===== config.mk =====
export PLATFORM = sky130hd
export DESIGN_NAME = uart_imem_loader_flat
export DESIGN_NICKNAME = d
export VERILOG_FILES = /design/src/rtl/uart_imem_loader_pkg.sv /design/src/rtl/uart_imem_loader_if.sv /design/src/rtl/uart_rx_byte.sv /design/src/rtl/uart_imem_loader.sv /design/src/flat_wrapper.sv
export SDC_FILE = /design/constraint.sdc
export NUM_CORES = 1
export LEC_CHECK = 0
export CAP_MARGIN = 20
export CORE_ASPECT_RATIO = 1.75
export CORE_MARGIN = 2
export CORE_UTILIZATION = 25
export DETAILED_ROUTE_END_ITERATION = 8
export GPL_ROUTABILITY_DRIVEN = 0
export SETUP_SLACK_MARGIN = 0.4
export SYNTH_ARGS = -nofsm -noshare
export SYNTH_HDL_FRONTEND = slang
export SYNTH_SLANG_ARGS = --single-unit

===== constraint.sdc =====
create_clock -name clk -period 2.2 [get_ports clk]
set_clock_uncertainty 0.15 [all_clocks]
set_input_delay 0.44 -clock clk [delete_from_list [all_inputs] [get_ports clk]]
set_output_delay 0.44 -clock clk [all_outputs]
set_load 0.005 [all_outputs]

===== src/rtl/uart_imem_loader_pkg.sv =====
// Shared constants and state encodings for the UART instruction-memory loader.
// Optional checksum support is selected by UART_IMEM_LOADER_CHECKSUM_EN.
package uart_imem_loader_pkg;

  localparam int LOADER_LEN_BYTES = 2;
  localparam int UART_DATA_BITS   = 8;
  localparam int UART_STOP_BITS   = 1;

  typedef enum logic [2:0] {
    S_IDLE = 3'd0,
    S_LEN0 = 3'd1,
    S_LEN1 = 3'd2,
    S_DATA = 3'd3,
    S_DONE = 3'd4,
`ifdef UART_IMEM_LOADER_CHECKSUM_EN
    S_ERR  = 3'd5,
    S_CHK  = 3'd6
`else
    S_ERR  = 3'd5
`endif
  } loader_state_e;

  typedef enum logic [1:0] {
    RX_IDLE  = 2'd0,
    RX_START = 2'd1,
    RX_DATA  = 2'd2,
    RX_STOP  = 2'd3
  } rx_state_e;

endpackage


===== src/rtl/uart_imem_loader_if.sv =====
// Instruction-memory write port: the loader drives it, the memory consumes it.
interface uart_imem_loader_if #(
  parameter int ADDR_WIDTH = 14
);
  logic                  imem_we;
  logic [ADDR_WIDTH-1:0] imem_addr;
  logic [31:0]           imem_wdata;

  modport master (output imem_we, output imem_addr, output imem_wdata);
  modport slave  (input  imem_we, input  imem_addr, input  imem_wdata);
endinterface


===== src/rtl/uart_rx_byte.sv =====
// 8N1 UART receiver: 2-flop synchronizer, mid-bit sampling, one-cycle byte/error pulses.
module uart_rx_byte
  import uart_imem_loader_pkg::*;
#(
  parameter int CLK_FREQ = 100_000_000,
  parameter int BAUD     = 115200
) (
  input  logic                      clk,
  input  logic                      rst_n,
  input  logic                      uart_rx,
  output logic                      byte_valid,
  output logic [UART_DATA_BITS-1:0] byte_data,
  output logic                      frame_err
);

  localparam int CLKS_PER_BIT = CLK_FREQ / BAUD;
  localparam int HALF_BIT     = CLKS_PER_BIT / 2;
  localparam int CNT_W        = $clog2(CLKS_PER_BIT + 1);
  localparam int BIT_W        = $clog2(UART_DATA_BITS);

  rx_state_e                 state_q, state_d;
  logic [1:0]                sync_q;
  logic                      rx_prev;
  logic [CNT_W-1:0]          cnt_q;
  logic [BIT_W-1:0]          bit_idx_q;
  logic [UART_DATA_BITS-1:0] shift_q;
  logic                      rx_s;
  logic                      bit_end;

  assign rx_s      = sync_q[1];
  assign bit_end   = (cnt_q == CNT_W'(CLKS_PER_BIT - 1));
  assign byte_data = shift_q;

  // NOTE: every signal assigned in always_comb gets a default first so no latch is inferred.
  always_comb begin
    state_d = state_q;
    case (state_q)
      RX_IDLE:  if (rx_prev && !rx_s) state_d = RX_START;
      RX_START: if (cnt_q == CNT_W'(HALF_BIT - 1)) state_d = rx_s ? RX_IDLE : RX_DATA;
      RX_DATA:  if (bit_end && bit_idx_q == BIT_W'(UART_DATA_BITS - 1)) state_d = RX_STOP;
      RX_STOP:  if (bit_end && bit_idx_q == BIT_W'(UART_STOP_BITS - 1)) state_d = RX_IDLE;
      default:  state_d = RX_IDLE;
    endcase
  end

  // NOTE: sequential state uses non-blocking assignments so every flop samples pre-edge values.
  always_ff @(posedge clk) begin
    if (!rst_n) begin
      state_q    <= RX_IDLE;
      sync_q     <= 2'b11;
      rx_prev    <= 1'b1;
      cnt_q      <= '0;
      bit_idx_q  <= '0;
      shift_q    <= '0;
      byte_valid <= 1'b0;
      frame_err  <= 1'b0;
    end else begin
      state_q    <= state_d;
      sync_q     <= {sync_q[0], uart_rx};
      rx_prev    <= rx_s;
      byte_valid <= 1'b0;
      frame_err  <= 1'b0;
      case (state_q)
        RX_IDLE: begin
          cnt_q     <= '0;
          bit_idx_q <= '0;
        end
        RX_START: cnt_q <= (cnt_q == CNT_W'(HALF_BIT - 1)) ? '0 : cnt_q + 1'b1;
        RX_DATA: begin
          if (bit_end) begin
            cnt_q     <= '0;
            shift_q   <= {rx_s, shift_q[UART_DATA_BITS-1:1]};
            bit_idx_q <= bit_idx_q + 1'b1;
          end else begin
            cnt_q <= cnt_q + 1'b1;
          end
        end
        RX_STOP: begin
          if (bit_end) begin
            cnt_q     <= '0;
            bit_idx_q <= bit_idx_q + 1'b1;
            if (bit_idx_q == BIT_W'(UART_STOP_BITS - 1)) begin
              byte_valid <= rx_s;
              frame_err  <= !rx_s;
            end
          end else begin
            cnt_q <= cnt_q + 1'b1;
          end
        end
        default: cnt_q <= '0;
      endcase
    end
  end

endmodule


===== src/rtl/uart_imem_loader.sv =====
// Loads a length-prefixed little-endian word image from UART into instruction memory.
// Define UART_IMEM_LOADER_CHECKSUM_EN to require a trailing XOR checksum byte.
module uart_imem_loader
  import uart_imem_loader_pkg::*;
#(
  parameter int CLK_FREQ   = 100_000_000,
  parameter int BAUD       = 115200,
  parameter int ADDR_WIDTH = 14
) (
  input  logic                       clk,
  input  logic                       rst_n,
  input  logic                       start,
  input  logic                       uart_rx,
  uart_imem_loader_if.master         imem,
  output logic                       cpu_hold,
  output logic                       done,
  output logic                       err
);

  localparam int LEN_W = 8 * LOADER_LEN_BYTES;
  localparam logic [LEN_W:0] MAX_WORDS = (LEN_W + 1)'(1) << ADDR_WIDTH;
`ifdef UART_IMEM_LOADER_CHECKSUM_EN
  localparam loader_state_e S_TAIL = S_CHK;
`else
  localparam loader_state_e S_TAIL = S_DONE;
`endif

  logic            byte_valid, frame_err;
  logic [7:0]      byte_data;
  logic            start_q, start_edge;
  loader_state_e   state_q, state_d;
  logic [LEN_W-1:0] len_q, len_full, word_idx_q;
  logic [1:0]      byte_idx_q;
  logic [23:0]     asm_q;
  logic            last_byte;
`ifdef UART_IMEM_LOADER_CHECKSUM_EN
  logic [7:0]      csum_q;
`endif

  uart_rx_byte #(.CLK_FREQ(CLK_FREQ), .BAUD(BAUD)) u_rx (
    .clk        (clk),
    .rst_n      (rst_n),
    .uart_rx    (uart_rx),
    .byte_valid (byte_valid),
    .byte_data  (byte_data),
    .frame_err  (frame_err)
  );

  // start_q tracks even during reset so a button held through reset does not arm a load.
  always_ff @(posedge clk) start_q <= start;

  assign start_edge = start && !start_q;
  assign len_full   = {byte_data, len_q[7:0]};
  assign last_byte  = byte_valid && (byte_idx_q == 2'd3);

  always_comb begin
    state_d = state_q;
    case (state_q)
      S_IDLE, S_DONE, S_ERR: if (start_edge) state_d = S_LEN0;
      S_LEN0: begin
        if (frame_err)       state_d = S_ERR;
        else if (byte_valid) state_d = S_LEN1;
      end
      S_LEN1: begin
        if (frame_err) state_d = S_ERR;
        else if (byte_valid) begin
          if (len_full == '0)                       state_d = S_TAIL;
          else if ({1'b0, len_full} > MAX_WORDS)    state_d = S_ERR;
          else                                      state_d = S_DATA;
        end
      end
      S_DATA: begin
        if (frame_err) state_d = S_ERR;
        else if (last_byte && (word_idx_q + 1'b1 == len_q)) state_d = S_TAIL;
      end
`ifdef UART_IMEM_LOADER_CHECKSUM_EN
      S_CHK: begin
        if (frame_err)       state_d = S_ERR;
        else if (byte_valid) state_d = (byte_data == csum_q) ? S_DONE : S_ERR;
      end
`endif
      default: state_d = S_IDLE;
    endcase
  end

  always_comb begin
    cpu_hold = 1'b0;
    done     = (state_q == S_DONE);
    err      = (state_q == S_ERR);
    case (state_q)
`ifdef UART_IMEM_LOADER_CHECKSUM_EN
      S_LEN0, S_LEN1, S_DATA, S_CHK: cpu_hold = 1'b1;
`else
      S_LEN0, S_LEN1, S_DATA:        cpu_hold = 1'b1;
`endif
      default:                       cpu_hold = 1'b0;
    endcase
  end

  always_ff @(posedge clk) begin
    if (!rst_n) begin
      state_q         <= S_IDLE;
      len_q           <= '0;
      word_idx_q      <= '0;
      byte_idx_q      <= '0;
      asm_q           <= '0;
      imem.imem_we    <= 1'b0;
      imem.imem_addr  <= '0;
      imem.imem_wdata <= '0;
`ifdef UART_IMEM_LOADER_CHECKSUM_EN
      csum_q          <= '0;
`endif
    end else begin
      state_q      <= state_d;
      imem.imem_we <= 1'b0;
      case (state_q)
        S_LEN0: if (byte_valid) len_q[7:0] <= byte_data;
        S_LEN1: begin
          if (byte_valid) begin
            len_q[15:8] <= byte_data;
            word_idx_q  <= '0;
            byte_idx_q  <= '0;
          end
        end
        S_DATA: begin
          if (byte_valid) begin
            byte_idx_q <= byte_idx_q + 1'b1;
            case (byte_idx_q)
              2'd0: asm_q[7:0]   <= byte_data;
              2'd1: asm_q[15:8]  <= byte_data;
              2'd2: asm_q[23:16] <= byte_data;
              default: begin
                imem.imem_we    <= 1'b1;
                imem.imem_addr  <= word_idx_q[ADDR_WIDTH-1:0];
                imem.imem_wdata <= {byte_data, asm_q};
                word_idx_q      <= word_idx_q + 1'b1;
              end
            endcase
          end
        end
        default: ;
      endcase
`ifdef UART_IMEM_LOADER_CHECKSUM_EN
      if (byte_valid) begin
        if (state_q == S_LEN0)                         csum_q <= byte_data;
        else if (state_q == S_LEN1 || state_q == S_DATA) csum_q <= csum_q ^ byte_data;
      end
`endif
    end
  end

endmodule


===== src/flat_wrapper.sv =====
// flat-port wrapper written by rule: the top's interface ports become plain ports
module uart_imem_loader_flat import uart_imem_loader_pkg::*;
#(
  parameter int CLK_FREQ   = 100_000_000,
  parameter int BAUD       = 115200,
  parameter int ADDR_WIDTH = 14
)
  (clk, rst_n, start, uart_rx, cpu_hold, done, err, imem_imem_we, imem_imem_addr, imem_imem_wdata);
  uart_imem_loader_if #(.ADDR_WIDTH(ADDR_WIDTH)) imem_i ();
  input  logic clk;
  input  logic rst_n;
  input  logic start;
  input  logic uart_rx;
  output logic cpu_hold;
  output logic done;
  output logic err;
  output wire logic [$bits(imem_i.imem_we)-1:0] imem_imem_we;
  output wire logic [$bits(imem_i.imem_addr)-1:0] imem_imem_addr;
  output wire logic [$bits(imem_i.imem_wdata)-1:0] imem_imem_wdata;
  assign imem_imem_we = imem_i.imem_we;
  assign imem_imem_addr = imem_i.imem_addr;
  assign imem_imem_wdata = imem_i.imem_wdata;
  uart_imem_loader #(.CLK_FREQ(CLK_FREQ), .BAUD(BAUD), .ADDR_WIDTH(ADDR_WIDTH)) u_core (.clk(clk), .rst_n(rst_n), .start(start), .uart_rx(uart_rx), .imem(imem_i), .cpu_hold(cpu_hold), .done(done), .err(err));
endmodule

---- Word level (Yosys, flattened, before mapping) ----
Cells that the tools add are included.
word-level totals
  register bits ........................... 137
  latch bits .............................. 0
  memory bits (writable) .................. 0
  ROM bits ................................ 0
  bits of input ports ..................... 4
  output and inout port bits .............. 50
  logic and storage cells ................. 116
  memories kept ........................... 0
operators by class
  $add $sub $neg .......................... 4
  $mul .................................... 0
  divide/modulo/power cells ............... 0
  $lt $le $gt $ge ......................... 1
  eq/ne operators ......................... 27
  shift operators ......................... 0
  mux-type cells .......................... 30
  bitwise gates (word level) .............. 1
  reductions and logical operators ........ 33
operator list
  kind                                                                     count
  16-bit two-way mux                                                       3
  16-bit case mux with 2 select lines                                      1
  3-bit two-way mux                                                        10
  10-bit case mux with 3 select lines                                      1
  10-bit two-way mux                                                       2
  3-bit AND reduction                                                      6
  16-bit by 1-bit adder with 16-bit output (second input constant)         1
  16-bit == test                                                           1
  16-bit by 15-bit > comparator with 1-bit output (second input constant)  1
  16-bit zero test                                                         1
  4-bit AND reduction                                                      4
  2-bit two-way mux                                                        7
  2-bit != test (second input constant)                                    7
  3-bit case mux with 4 select lines                                       1
  10-bit by 1-bit adder with 10-bit output (second input constant)         1
  10-bit == test (second input constant)                                   1
  10-bit by 9-bit == test with 1-bit output (second input constant)        1
  3-bit == test (second input constant)                                    3
  3-bit OR reduction                                                       3
  2-bit == test (second input constant)                                    4
  2-bit case mux with 4 select lines                                       1
  2-bit AND reduction                                                      4
  3-bit by 2-bit == test with 1-bit output (second input constant)         2
  1-bit logical AND                                                        6
  other kinds (16)                                                         24

---- Depth between registers and ports, before layout ----
Gate-level depths: netlist (run 1).
  word-level depth ........................ 6
  mapped depth ............................ 10
  mapped depth without buffers ............ 8

---- Hierarchy ----
Synthesis (run 1) repeated with hierarchy kept, for this count alone.
unflattened totals
  cell total of the unflattened synthesis .. 726
  area total of the unflattened synthesis .. 6256.0 um2
by module, submodules not included
  module            times used  cells each  area an instance (um2)  sequential area each (um2)
  uart_imem_loader  1           594         5014.8                  2182.1
  uart_rx_byte      1           132         1241.2                  560.5

---- Least setup slack after synthesis (run 1) ----
Ideal clock, no wire load.
  kind .................................... reg-to-reg
  start ................................... register u_core.word_idx_q[0]
  end ..................................... register u_core.state_q[2]
  library setup time ...................... 118 ps
  data arrival time ....................... 2104 ps
  required time ........................... 1932 ps
  path slack .............................. -172 ps
  cell stages (with the launch flop) ...... 11
  buffers on the path ..................... 2
  clock period less this slack ............ 2372 ps
  cells stage by stage .................... dfxtp_1 ha_1 buf_2 and3_2 and4_4 buf_6 and4_4 a2111oi_4 nand4_1 and2_4 mux2i_1
on the way
  word-level cells in the longest chain between the ends .. 5
ends and longest elaborated chain
  item                                                       line                     source
  from (decl)                                                uart_imem_loader.sv:32   logic [LEN_W-1:0] len_q, len_full, word_idx_q;
  from (signal assigned)                                     uart_imem_loader.sv:136  word_idx_q <= word_idx_q + 1'b1;
  16-bit by 1-bit adder with 16-bit output                   uart_imem_loader.sv:74   else if (last_byte && (word_idx_q + 1'b1 == len_q)) state_d = S_TAIL;
  16-bit == test                                             uart_imem_loader.sv:74
  1-bit logical AND                                          uart_imem_loader.sv:74
  3-bit by 2-bit != test with 1-bit output (no source line)  --
  4-bit AND reduction (no source line)                       --
  to (signal assigned)                                       uart_imem_loader.sv:114  state_q <= state_d;
  to (decl)                                                  uart_imem_loader.sv:31   loader_state_e state_q, state_d;
No other way between the ends.
A chain may end at the register's enable or synchronous reset.

---- Final worst setup path (run 1) ----
  start ................................... register u_core.word_idx_q[8]
  end ..................................... register u_core.state_q[0]
Same word-level chain as after synthesis.

==> results of run 1 <==
flip-flops by register name (all words and copies together) (netlist names), named ones only:
register                flops
u_core.asm_q               24
u_core.byte_idx_q           2
u_core.imem.imem_addr      14
u_core.imem.imem_wdata     32
u_core.imem.imem_we         1
u_core.len_q               16
u_core.start_q              1
u_core.state_q              3
u_core.u_rx.bit_idx_q       3
u_core.u_rx.byte_data       8
u_core.u_rx.byte_valid      1
u_core.u_rx.cnt_q          10
u_core.u_rx.frame_err       1
u_core.u_rx.rx_prev         1
u_core.u_rx.state_q         1
u_core.u_rx.sync_q          2
u_core.word_idx_q          16
where the power goes:
group	internal, W	switching [W]
Clock	0.00151	0.00117
Sequential	0.00249	0.0000231
Combinational	0.000215	0.000222
metrics by stage:
stage | setup TNS, ns | setup slack, ns | cells | area [µm²] | utilization
floorplan | 0 | 0.0707 | 763 | 6490 | -
finish | 0 | 0.0839 | 1188 | 8740 | 0.346
detailed placement | -0.354 | -0.132 | 1126 | 7560 | 0.300
global route | 0 | 0.0127 | 1188 | 8740 | 0.346
CTS | 0 | 0.0786 | 1168 | 8330 | 0.330
global placement | -0.322 | -0.112 | 1126 | 7560 | 0.300
cell type report:
class,count,share of cell area
Multi-Input combinational cell,556,0.421
Sequential cell,137,0.321
Timing Repair Buffer,138,0.145
Clock buffer,20,0.0523
Tap cell,316,0.0453
Clock inverter,12,0.0106
Inverter,9,0.00430
metal layers:
layer  share of wire  track usage
met4           0.046       0.0652
met5               0            0
met1            0.38        0.129
met3           0.033       0.0320
met2            0.54        0.232
layout by cell type (no fill, tap or decap), drive strengths merged, types with 6 or more instances in the layout:
cell         synthesis  layout
nand2              170     171
nor2                37      37
clkinv               0       6
xor2                10      10
nor4                11      11
dlygate4sd2          0      47
nor3                14      14
xnor2               18      18
and2                 7       7
nand4               10      10
a21boi              79      79
dfxtp              137     137
buf                 21      86
o21ai               16      17
ha                  11      11
a21oi               18      18
mux2i               19      19
clkbuf              42      23
nor2b               32      32
nand3               41      41
and3                 7       7
inv                  9      11
worst reg2reg max path, stage by stage (launching register included):
cell and delay (ns):
sky130_fd_sc_hd__dfxtp_4 0.37, sky130_fd_sc_hd__buf_4 0.16, sky130_fd_sc_hd__and2_1 0.17, sky130_fd_sc_hd__o221ai_2 0.12, sky130_fd_sc_hd__or3b_4 0.41, sky130_fd_sc_hd__a2bb2oi_4 0.18, sky130_fd_sc_hd__nand4_1 0.14, sky130_fd_sc_hd__and2_4 0.19
sky130_fd_sc_hd__mux2i_1 0.17
how the worst min path moves through the flow:
| stage | cells after the start | slack (ns) | to | from |
|---|---|---|---|---|
| after floorplan | 1 | 0.24 | u_core.u_rx.sync_q[1]$_SDFF_PN1_ | u_core.u_rx.sync_q[0]$_SDFF_PN1_ |
| after global placement | 1 | 0.25 | u_core.u_rx.sync_q[1]$_SDFF_PN1_ | u_core.u_rx.sync_q[0]$_SDFF_PN1_ |
| after detailed placement | 1 | 0.25 | u_core.u_rx.sync_q[1]$_SDFF_PN1_ | u_core.u_rx.sync_q[0]$_SDFF_PN1_ |
| after CTS | 2 | 0.24 | u_core.u_rx.rx_prev$_SDFF_PN1_ | rst_n |
| after global routing | 2 | 0.28 | u_core.u_rx.rx_prev$_SDFF_PN1_ | rst_n |
| final | 2 | 0.26 | u_core.u_rx.rx_prev$_SDFF_PN1_ | rst_n |
what timing repair did:
item                       in CTS  in global routing
hold buffers                    0                  0
buffers inserted                9                 15
resized for setup             112                 69
pin swaps                      18                 26
setup endpoints to repair     154                 99
cloned                          1                  5
kinds of logic (layout without fill, tap and decap cells):
kind of cell,Yosys count,count (layout)
simple gates,358,359
fa+ha+maj,11,11
buf+inv,72,179
compound gates,138,139
xor+xnor,28,28
mux,19,19
flops,137,137
==> impl_summary.md, run 1 <==
Status
The run finished with clean final reports.

Hold path
The path class of the lowest-slack min-delay path is in -> reg.

Critical path
In this design, the stage delay of the slowest critical-path cell is 0.41 ns. STA puts the critical path data required time at 2.42 ns. The count of buffering cells on the critical path with inverters included is 1. Measured in cells, the most critical reg-to-reg path has a length of 8. The most critical setup path has its endpoint at u_core.state_q[0]$_SDFFE_PN0P_.

The worst register-to-register path ends at u_core.state_q[0]$_SDFFE_PN0P_. STA puts the critical path data arrival time at 2.33 ns. The startpoint type of the worst setup path is a flip-flop. STA classifies the critical path endpoint as a flip-flop. The slowest stage cell on the critical path is sky130_fd_sc_hd__or3b_4.

The cell type group with the largest total delay on the critical path is simple AND/OR/NAND/NOR gates. The critical path start-end classification is reg -> reg. For flop-to-flop paths, the worst setup slack is 0.08 ns.

The origin of the worst setup path is u_core.word_idx_q[8]$_SDFFE_PN0P_. Counting buffers and inverters, the worst setup path is 8 cells deep. Traced cell by cell, the critical path runs through buf_4 > and2_1 > o221ai_2 > or3b_4 > a2bb2oi_4 > nand4_1 > and2_4 > mux2i_1.

In this run the worst path has a maximum fanout of 8. The beginning of the worst register-to-register path is u_core.word_idx_q[8]$_SDFFE_PN0P_.

Finish
Counting the fill cells in the layout gives 2604. The final antenna diode count is 0. The area growth from synthesis to layout is 36.6%. After the last flow step, the layout net total stands at 874. The fraction of final layout cells sized beyond drive strength 1 is 0.245.

The sequential cells in the finished layout cover a total of 0.00281 mm². The footprint of the multi-input gates is 0.00367 mm².

Yosys
Sorting the synthesized cells by how often they occur yields 170 x sky130_fd_sc_hd__nand2_1, 137 x sky130_fd_sc_hd__dfxtp_1, 72 x sky130_fd_sc_hd__a21boi_0, 40 x sky130_fd_sc_hd__clkbuf_1, 40 x sky130_fd_sc_hd__nand3_1. sky130_fd_sc_hd__nand2_1 is the most common cell in the netlist. The adder-cell share of the synthesized area is 0.0215.

Of the total synthesized cell area, the portion taken by XOR and XNOR cells is 0.0383. For this run, asynchronously set or reset flops after synthesis account for 0. The number of different library cells used by synthesis comes to 63.

The area fraction in compound gates after synthesis is 0.155. The multiplexer area fraction after synthesis is 0.0297. The sequential area share after synthesis is 0.429. Synthesis produced a netlist whose cell count is 763. The synthesis warning total is 0. The post-synthesis sequential element count is 137.

The number of enable flip-flop cells after synthesis is 0. Of the total synthesized cell area, the portion taken by AND, OR, NAND and NOR gates is 0.276. The most instantiated flip-flop cell in the synthesis netlist is sky130_fd_sc_hd__dfxtp_1. Summed over all instances, the cell type with the most area after synthesis is sky130_fd_sc_hd__dfxtp_1. The area share of the leading cell type in the synthesized netlist is 0.429. When the netlist entered floorplanning its net count stood at 778.

The synthesized cell area is 0.00640 mm². Sorting the synthesized cells by area gives the leading types as sky130_fd_sc_hd__dfxtp_1 43%, sky130_fd_sc_hd__nand2_1 10%, sky130_fd_sc_hd__a21boi_0 8.5%. After synthesis, the largest family of logic cells by area is simple AND/OR/NAND/NOR gates.

In this run the mean area of a mapped cell was 8.38 µm².

Placement
Once detailed placement completed, the half-perimeter wirelength came to 11400 µm. During placement, the flow inserted port buffers numbering 53.

Die
The top-level I/O count is 54. The floorplan step defined a die boundary enclosing 0.0269 mm². The initial standard-cell utilization of the core is 0.253. Row generation in the floorplan step produced 77 rows. The floorplan step set the die width to 125 µm.

The overall die height is 216 µm. The floorplan core area is 0.0252 mm².

Routing
After the first detailed-routing iteration, the DRC count stood at 208. The final layout contains routed wiring with a total length of 17300 µm. The average wire length per cell after detail routing is 14.6 µm. The remaining routing DRC violations is 0. The number of nets with antenna violations after detailed routing is 0.

The average via count per standard cell is 4.70. The detailed router placed 5584 vias in this run. The number of iterations in the first detailed-routing pass is 6.

Timing
The max-slew headroom at the worst pin is 0.691. Timing would allow up to 473 MHz. The period utilization is 0.962.

Setup violations remaining at the end of the flow were counted as 0. The number of hold-slack violations in the final timing report is 0. The final worst hold slack is 0.261 ns. The final period demand of the worst path is 2.12 ns. The number of pins with negative max-slew slack in the final report is 0. For the pin with the worst max-slew slack, the measured transition is 0.464 ns.

Setup repair after global routing could not meet its margin everywhere.

Global route
The initial antenna violation count is 0. The first global-routing pass estimated 26900 µm of wire. The combined global-route utilization of all metal layers is 0.126. Entering global routing, the biggest net connects 64 pins. The aggregate global routing overflow is 0.

The number of global-route vias before repair is 5332.

Clock tree
The number of buffers created by CTS is 17. The buffer depth of the longest clock path is 2. The clock net in this run drives a total of 137 sinks. The clock-pin transition on the worst setup and hold timing paths is 0.07 ns.

TritonCTS built the clock tree. The clock latency on the worst-skew pair is 0.44 ns. CTS built an H-tree with a depth of 4. The master cell of the clock root buffer is sky130_fd_sc_hd__clkbuf_16.

Pwr
For this design the static power due to leakage is 3.32 nW. The total power is 0.00563 W. The maximum ir drop on the vdd rail is 555 µV.

Dividing total power by cell area gives a power density of 644 mW/mm².

Run
The tool flagged a number of max-cap violations equal to 0.
No activity file was read; power rests on OpenSTA's default activity.
==> inputs of run 2 (changes only) <==
--- a/config.mk
+++ b/config.mk
@@ -9,6 +9,7 @@
 export CORE_ASPECT_RATIO = 1.75
 export CORE_MARGIN = 2
 export CORE_UTILIZATION = 25
+export CTS_CLUSTER_SIZE = 10
 export DETAILED_ROUTE_END_ITERATION = 8
 export GPL_ROUTABILITY_DRIVEN = 0
 export SETUP_SLACK_MARGIN = 0.4
==> results of run 2 <==
No change in the layout: final DEF, timing and power equal those of run 1.
